`config.mk`:
```
export PLATFORM = sky130hd
export DESIGN_NAME = ula
export DESIGN_NICKNAME = d
export VERILOG_FILES = /design/src/rtl/ula_pkg.sv /design/src/rtl/ula_addsub.sv /design/src/rtl/ula.sv
export SDC_FILE = /design/constraint.sdc
export NUM_CORES = 1
export LEC_CHECK = 0
export CAP_MARGIN = 10
export CORE_MARGIN = 5
export CORE_UTILIZATION = 45
export CTS_CLUSTER_SIZE = 28
export DETAILED_ROUTE_END_ITERATION = 8
export GPL_ROUTABILITY_DRIVEN = 0
export GPL_TIMING_DRIVEN = 0
export HOLD_SLACK_MARGIN = 0.15
export PLACE_DENSITY_LB_ADDON = 0.08
export SYNTH_ARGS = -nofsm -noshare
export SYNTH_HDL_FRONTEND = slang
export SYNTH_SLANG_ARGS = --single-unit
```
`constraint.sdc`:
```
create_clock -name clk -period 0.8 [get_ports clk]
set_input_delay 0.16 -clock clk [delete_from_list [all_inputs] [get_ports clk]]
set_output_delay 0.16 -clock clk [all_outputs]
set_load 0.02 [all_outputs]
```
`src/rtl/ula_pkg.sv`:
```
// Shared opcode encoding for the ULA and a small opcode classification helper.
package ula_pkg;

  typedef enum logic [4:0] {
    OP_ADD        = 5'b00000,
    OP_ADDINC     = 5'b00001,
    OP_INCA       = 5'b00011,
    OP_SUBDEC     = 5'b00100,
    OP_SUB        = 5'b00101,
    OP_DECA       = 5'b00110,
    OP_LSL        = 5'b01000,
    OP_ASR        = 5'b01001,
    OP_ZERO       = 5'b10000,
    OP_AND        = 5'b10001,
    OP_NOTA_AND_B = 5'b10010,
    OP_B          = 5'b10011,
    OP_A_AND_NOTB = 5'b10100,
    OP_A          = 5'b10101,
    OP_XOR        = 5'b10110,
    OP_OR         = 5'b10111,
    OP_NOR        = 5'b11000,
    OP_XNOR       = 5'b11001,
    OP_NOTA       = 5'b11010,
    OP_NOTA_OR_B  = 5'b11011,
    OP_NOTB       = 5'b11100,
    OP_A_OR_NOTB  = 5'b11101,
    OP_NAND       = 5'b11110,
    OP_ONE        = 5'b11111
  } opcode_t;

  // Arithmetic opcodes are exactly the ones routed through the shared adder.
  function automatic logic op_is_arith(input opcode_t op);
    case (op)
      OP_ADD, OP_ADDINC, OP_INCA, OP_SUBDEC, OP_SUB, OP_DECA: op_is_arith = 1'b1;
      default:                                                op_is_arith = 1'b0;
    endcase
  endfunction

endpackage

```
`src/rtl/ula_addsub.sv`:
```
// Shared WIDTH-bit adder with carry-in and carry-out; all ULA arithmetic goes through here.
module ula_addsub #(
  parameter int WIDTH = 32
) (
  input  logic [WIDTH-1:0] a,
  input  logic [WIDTH-1:0] b,
  input  logic             cin,
  output logic [WIDTH-1:0] sum,
  output logic             cout
);

  assign {cout, sum} = {1'b0, a} + {1'b0, b} + {{WIDTH{1'b0}}, cin};

endmodule

```
`src/rtl/ula.sv`:
```
// ULA: one-cycle registered arithmetic/logic unit; Out/Flag are the only state.
// Optional macro ULA_SHIFT_EN enables the LSL/ASR opcodes, otherwise they yield zero.
module ula
  import ula_pkg::*;
#(
  parameter int WIDTH = 32
) (
  input  logic             clk,
  input  logic             rst_n,
  input  logic [WIDTH-1:0] A,
  input  logic [WIDTH-1:0] B,
  input  logic [4:0]       opcode,
  output logic [WIDTH-1:0] Out,
  output logic             Flag
);

  opcode_t          op;
  logic [WIDTH-1:0] add_b;
  logic             add_cin;
  logic [WIDTH-1:0] add_sum;
  logic             add_cout;
  logic [WIDTH-1:0] res;
  logic             flg;

  assign op = opcode_t'(opcode);

  // Subtraction is A + ~B (+1); inc/dec reuse the adder with a constant B operand.
  always_comb begin
    add_b   = B;
    add_cin = 1'b0;
    case (op)
      OP_ADDINC: add_cin = 1'b1;
      OP_INCA: begin
        add_b   = '0;
        add_cin = 1'b1;
      end
      OP_SUBDEC: add_b = ~B;
      OP_SUB: begin
        add_b   = ~B;
        add_cin = 1'b1;
      end
      OP_DECA: add_b = '1;
      default: ;
    endcase
  end

  ula_addsub #(.WIDTH(WIDTH)) u_addsub (
    .a    (A),
    .b    (add_b),
    .cin  (add_cin),
    .sum  (add_sum),
    .cout (add_cout)
  );

  always_comb begin
    res = '0;
    flg = 1'b0;
    if (op_is_arith(op)) begin
      res = add_sum;
      flg = add_cout;
    end else begin
      case (op)
`ifdef ULA_SHIFT_EN
        OP_LSL: begin
          res = {A[WIDTH-2:0], 1'b0};
          flg = A[WIDTH-1];
        end
        OP_ASR: begin
          res = {A[WIDTH-1], A[WIDTH-1:1]};
          flg = A[0];
        end
`else
        OP_LSL, OP_ASR: ;
`endif
        OP_ZERO:       res = '0;
        OP_AND:        res = A & B;
        OP_NOTA_AND_B: res = ~A & B;
        OP_B:          res = B;
        OP_A_AND_NOTB: res = A & ~B;
        OP_A:          res = A;
        OP_XOR:        res = A ^ B;
        OP_OR:         res = A | B;
        OP_NOR:        res = ~(A | B);
        OP_XNOR:       res = ~(A ^ B);
        OP_NOTA:       res = ~A;
        OP_NOTA_OR_B:  res = ~A | B;
        OP_NOTB:       res = ~B;
        OP_A_OR_NOTB:  res = A | ~B;
        OP_NAND:       res = ~(A & B);
        OP_ONE:        res = {{(WIDTH-1){1'b0}}, 1'b1};
        default:       ;
      endcase
    end
  end

  always_ff @(posedge clk or negedge rst_n) begin
    if (!rst_n) begin
      Out  <= '0;
      Flag <= 1'b0;
    end else begin
      Out  <= res;
      Flag <= flg;
    end
  end

endmodule

```
After elaboration in Yosys (flattened, before gate mapping)
Index checks and enable logic that the tools add are counted.
{ "totals": {"register_bits": 33, "latch_bits": 0, "mem_bits_rw": 0, "mem_bits_ro": 0, "inputBits": 71, "out_inout_bits": 33, "elab_cells": 46, "memories": 0} }
{ "classes": {"add_sub_neg": 2, "multipliers": 0, "n_div": 0, "magnitude_cmp": 0, "n_eq_ne": 20, "shifts": 0, "muxes": 6, "bitwise": 12, "n_reduce_logical": 4} }
{ "op_table": {"columns": ["cell", "n"], "rows": [
  ["32-bit case mux with 15 select lines", 1],
  ["32-bit NOT", 5],
  ["32-bit AND", 3],
  ["32-bit bitwise OR", 3],
  ["32-bit case mux with 3 select lines", 1],
  ["5-bit equality test (second input constant)", 15],
  ["32-bit by 32-bit adder with 33-bit output", 1],
  ["33-bit by 1-bit adder with 33-bit output", 1],
  ["32-bit 2-to-1 mux", 1],
  ["32-bit bitwise XOR", 1],
  ["5-bit by 3-bit equality test with 1-bit output (second input constant)", 3],
  ["6-bit OR reduction", 1],
  ["5-bit by 1-bit equality test with 1-bit output (second input constant)", 1],
  ["5-bit by 2-bit equality test with 1-bit output (second input constant)", 1],
  ["5-bit zero test", 1],
  ["1-bit 2-to-1 mux", 3],
  ["3-bit OR reduction", 1],
  ["2-bit OR reduction", 1]
]} }

Logic depth before layout (Yosys ltp)
{ "depth": {"word_depth": 6, "depth_mapped": 18, "ltp_nobuf": 15} }

By module
Synthesis repeated with hierarchy kept, for this count alone.
{ "unflattened": {"cells_unflattened": 1181, "area_unflattened_um2": 8693.3} }
{ "by_module_without_submodules": {"columns": ["module", "instances", "cells_each", "area_each_um2", "seq_area_each_um2"], "rows": [
  ["ula", 1, 944, 6979.2, 825.8],
  ["ula_addsub", 1, 237, 1714.1, 0.0]
]} }

Worst setup path after synthesis
OpenSTA, ideal clock, no wires.
{ "synth_timing": {"path_type": "input port to flip-flop", "startpoint": "input opcode[4]", "endpoint": "register Flag", "setup_time_ns": 0.124, "arrival_ns": 3.255, "required_ns": 0.676, "slack_ns": -2.579, "cell_stages": 17, "n_path_buf": 3, "path_cell_list": "clkbuf_1 > or3_1 > clkbuf_1 > clkbuf_1 > nor2_1 > o22a_1 > fa_1 > inv_1 > fa_1 > nor2b_1 > o2111ai_2 > nand3b_2 > a31oi_2 > o211ai_4 > o41ai_4 > a21oi_2 > o31a_1"} }
{ "synth_via": {"elab_chain_cells": 6, "word_cells_on_any_way": 15, "cone_classes": "add/sub (2); eq/ne (5); mux (4); reduce/logical (4)"} }
{ "synth_lines": {"columns": ["item", "line", "text"], "rows": [
  ["start: declaration", "ula.sv:12", "input logic [4:0] opcode,"],
  ["5-bit by 3-bit equality test with 1-bit output", "ula_pkg.sv:33, ula.sv:31", null],
  ["2-bit OR reduction (no line)", null, null],
  ["32-bit case mux with 3 select lines", "ula.sv:31", "case (op)"],
  ["32-bit by 32-bit adder with 33-bit output", "ula_addsub.sv:12", "assign {cout, sum} = {1'b0, a} + {1'b0, b} + {{WIDTH{1'b0}}, cin};"],
  ["33-bit by 1-bit adder with 33-bit output", "ula_addsub.sv:12", null],
  ["1-bit 2-to-1 mux (*)", "ula.sv:58", "if (op_is_arith(op)) begin"],
  ["via flg", "ula.sv:23", "logic flg;"],
  ["end signal: assignment", "ula.sv:102", "Flag <= flg;"],
  ["end: declaration", "ula.sv:14", "output logic Flag"]
]} }
The timed path passes the listed nets; every way through them passes the cells marked *.

Worst setup path in the final report
{ "layout_timing": {"startpoint": "input opcode[3]", "endpoint": "register Out[26]"} }
{ "layout_via": {"elab_chain_cells": 6, "word_cells_on_any_way": 31, "cone_classes": "add/sub (2); eq/ne (20); mux (5); reduce/logical (4)"} }
{ "layout_lines": {"columns": ["item", "line", "text"], "rows": [
  ["5-bit by 3-bit equality test with 1-bit output", "ula_pkg.sv:33, ula.sv:31", null],
  ["2-bit OR reduction (no line)", null, null],
  ["32-bit case mux with 3 select lines", "ula.sv:31", null],
  ["32-bit by 32-bit adder with 33-bit output", "ula_addsub.sv:12", null],
  ["33-bit by 1-bit adder with 33-bit output", "ula_addsub.sv:12", null],
  ["32-bit 2-to-1 mux (*)", "ula.sv:58", null],
  ["via res[26]", "ula.sv:22", "logic [WIDTH-1:0] res;"],
  ["end signal: assignment", "ula.sv:101", "Out <= res;"],
  ["end: declaration", "ula.sv:13", "output logic [WIDTH-1:0] Out,"]
]} }
Marks and branches as above.

==> flow_metrics.tcl <==
set metrics [dict create \
    outcome "finished, violations left" \
    violations "setup timing" \
    min_period_ns 3.27 \
    ios 104 \
    synth_edf_count 0 \
    cts_max_path_buffers 2 \
    instances_no_fill 1549 \
    endpoint_kind "flop" \
    nets 1551 \
    cp_data_required_time_ns 0.91 \
    ys_types 71 \
    power_density_nw_per_um2 1120 \
    crit_arrival_ns 3.39 \
    grt_pass1_wl_mm 50.1 \
    max_freq_mhz 306 \
    p_int_mw 6.81 \
    cts_tree "built" \
    p_leak_nw 4.68 \
    routed_wl_mm 33.8 \
    gr-total-overflow 0 \
    drt-pass1-iter-count 6 \
    start_kind "input pin" \
    n_fill_cell 1671 \
    die-area_sq_um 20700 \
    port_buffers 100 \
    peakVddDrop_uv 713 \
    setup_slack_ns -2.47 \
    post_dp_cell_area_sq_um 9550 \
    start_util_pct 45.4 \
    numCtsBuffers 5 \
    crit_path_max_fanout 5 \
    grt_pass1_vias 8462 \
    wl_per_cell_um 21.8 \
    p_sw_share_pct 42.4 \
    seqPwrFrac_pct 17.2 \
    synth_warnings 0 \
    async_flop_share_pct 100 \
    worstMarginPinSlew_ns 1.00 \
    drc 0 \
    drive_gt1_share_pct 15.2 \
    root_buffer "clkbuf_16" \
    ant_nets 0 \
    maxSlewHeadroom_pct 33.0 \
    core_sq_um 17800 \
    synthCells 1177 \
    p_total_mw 11.8 \
    dieHeight_um 144 \
    grt_usage_pct 31.7 \
    final_area_sq_um 10600 \
    synth_area_sq_um 8070 \
    htreeDepth 2 \
    yosysSeqAreaShare_pct 10.2 \
    synth_top_area_share_pct 24.7 \
    hold_violations 0 \
    vias 9376 \
    setup_viol 66 \
    p_comb_share_pct 59.4 \
    rows 49 \
    yosysMostFrequentCell "ha_1" \
    synth_area_leaders "ha_1, dfrtp_1, nand2_1" \
    antenna_cells 0 \
    die_width_um 144 \
    clkTransAtPathRegs_ns 0.08 \
    p_switching_mw 5.01 \
    path_class "input pin to flop" \
    routed_via_density 6.05 \
    synth_nets 1409 \
    clkPwrFrac_pct 23.4 \
    rsz0062_at_grt "yes" \
    tns_ns -71.78 \
    dp_cells 1507 \
    ys.flop_type "dfrtp_1" \
    drt-initial-drc-count 907 \
    cts_sinks 33 \
    synth_common_cells "ha_1, nand2_1, nor2_1, a21oi_1, o21ai_0" \
    yosysTopAreaCell "ha_1" \
    holdWs_ns 0.349 \
    max_cap_viol_count 0 \
    post-route-period-util_pct 409 \
    grt_max_degree 34 \
    slew_viol_final 0 \
    place_hpwl_mm 23.8 \
    ys_ff_latch 33 \
    syn_avg_cell_area_sq_um 6.85 \
    antenna_found_initial 0 \
    syn_to_final_growth_pct 31.3 \
    min_path_type "input pin to async pin" \
]
[cells in the final DEF, fill, tap and decap left out, types with 12 or more instances in the layout]
master,n
o21ai_0,92
a21oi_1,106
nand2_1,156
o22a_1,33
nor2_1,148
o2111ai_1,17
clkbuf_1,27
buf_6,46
buf_2,21
a2111oi_0,15
dfrtp_1,33
o21ai_1,19
nand4_1,12
buf_4,28
inv_1,71
o211ai_1,32
nand3_1,18
ha_1,150
nor4_1,18
clkdlybuf4s50_1,63
[layer usage]
layer	track usage, %	vias to the layer above	share of wire, %
li1	-	4480	-
met1	43.1	4251	42
met2	48.4	538	43
met3	4.96	107	9.6
met4	16.4	0	5.6
met5	0	-	0
[state kept, by name, indices dropped and copies added (netlist names)]
signal  count
Out        32
Flag        1
[path summary, 6_finish.rpt]
check	slack [ns]	depth (start not counted)	from	end
max	-2.47	18	opcode[3]	Out[26]$_DFF_PN0_
min in group clk	0.51	4	opcode[4]	Out[8]$_DFF_PN0_
max in group asynchronous	0.25	3	rst_n	Out[4]$_DFF_PN0_
min	0.35	3	rst_n	Out[5]$_DFF_PN0_
[stage by stage]
| step | util (%) | worst slack (ns) |
|---|---|---|
| final | 59.6 | -2.47 |
| after floorplan | - | -2.40 |
| after global routing | 59.6 | -2.50 |
| after detailed placement | 53.7 | -3.72 |
| after global placement | 53.6 | -3.73 |
| after CTS | 58.4 | -2.42 |
[power by group through the flow]
stage / Combinational, mW / Clock (mW) / Sequential (mW)
final: 7.02 / 2.77 / 2.03
after floorplan: 3.40 / 0 / 2.35
after global placement: 5.87 / 0 / 2.01
after detailed placement: 5.91 / 0 / 2.01
after CTS: 6.60 / 2.81 / 2.04
after global routing: 7.55 / 2.87 / 2.06
[kinds of logic after synthesis]
kind of cell,Yosys count,share of synthesized area (%)
AOI/OAI and AO/OA,394,32.0
xor gates and xnor gates,27,2.93
adders and majority gates,161,25.2
buffers and inverters,143,7.04
DFF,33,10.2
muxes,4,0.496
and+or+nand+nor,415,22.2
[worst max-delay path, cell delays in order]
cell	delay, ns
buf_8	0.10
nand2b_4	0.14
or3_4	0.36
clkbuf_16	0.17
nor2_4	0.06
o22a_1	0.16
fa_2	0.23
inv_2	0.04
fa_2	0.37
nor2b_4	0.14
o2111ai_2	0.16
nand3b_4	0.15
buf_6	0.12
a21oi_4	0.07
o311ai_4	0.30
a31oi_1	0.15
xor2_1	0.33
o211ai_1	0.18
[area by class of cell]
cell class	count	area (sq um)	share of cell area [%]
tap	229	287	2.71
clock buffer	5	125	1.18
inverter	72	270	2.55
multi-input combinational	1001	7190	67.9
sequential	33	826	7.80
clock inverter	3	65.1	0.614
buffer	68	428	4.04
timing repair buffer	138	1400	13.3
[timing repair]
action	in CTS	in global routing
buffers inserted	30	10
setup endpoints to repair	66	66
cloned	0	0
gates resized for setup	285	42
hold endpoints to repair	33	0
hold buffers	1	0
pin swaps	39	35
(Power assumes the default switching activity.)
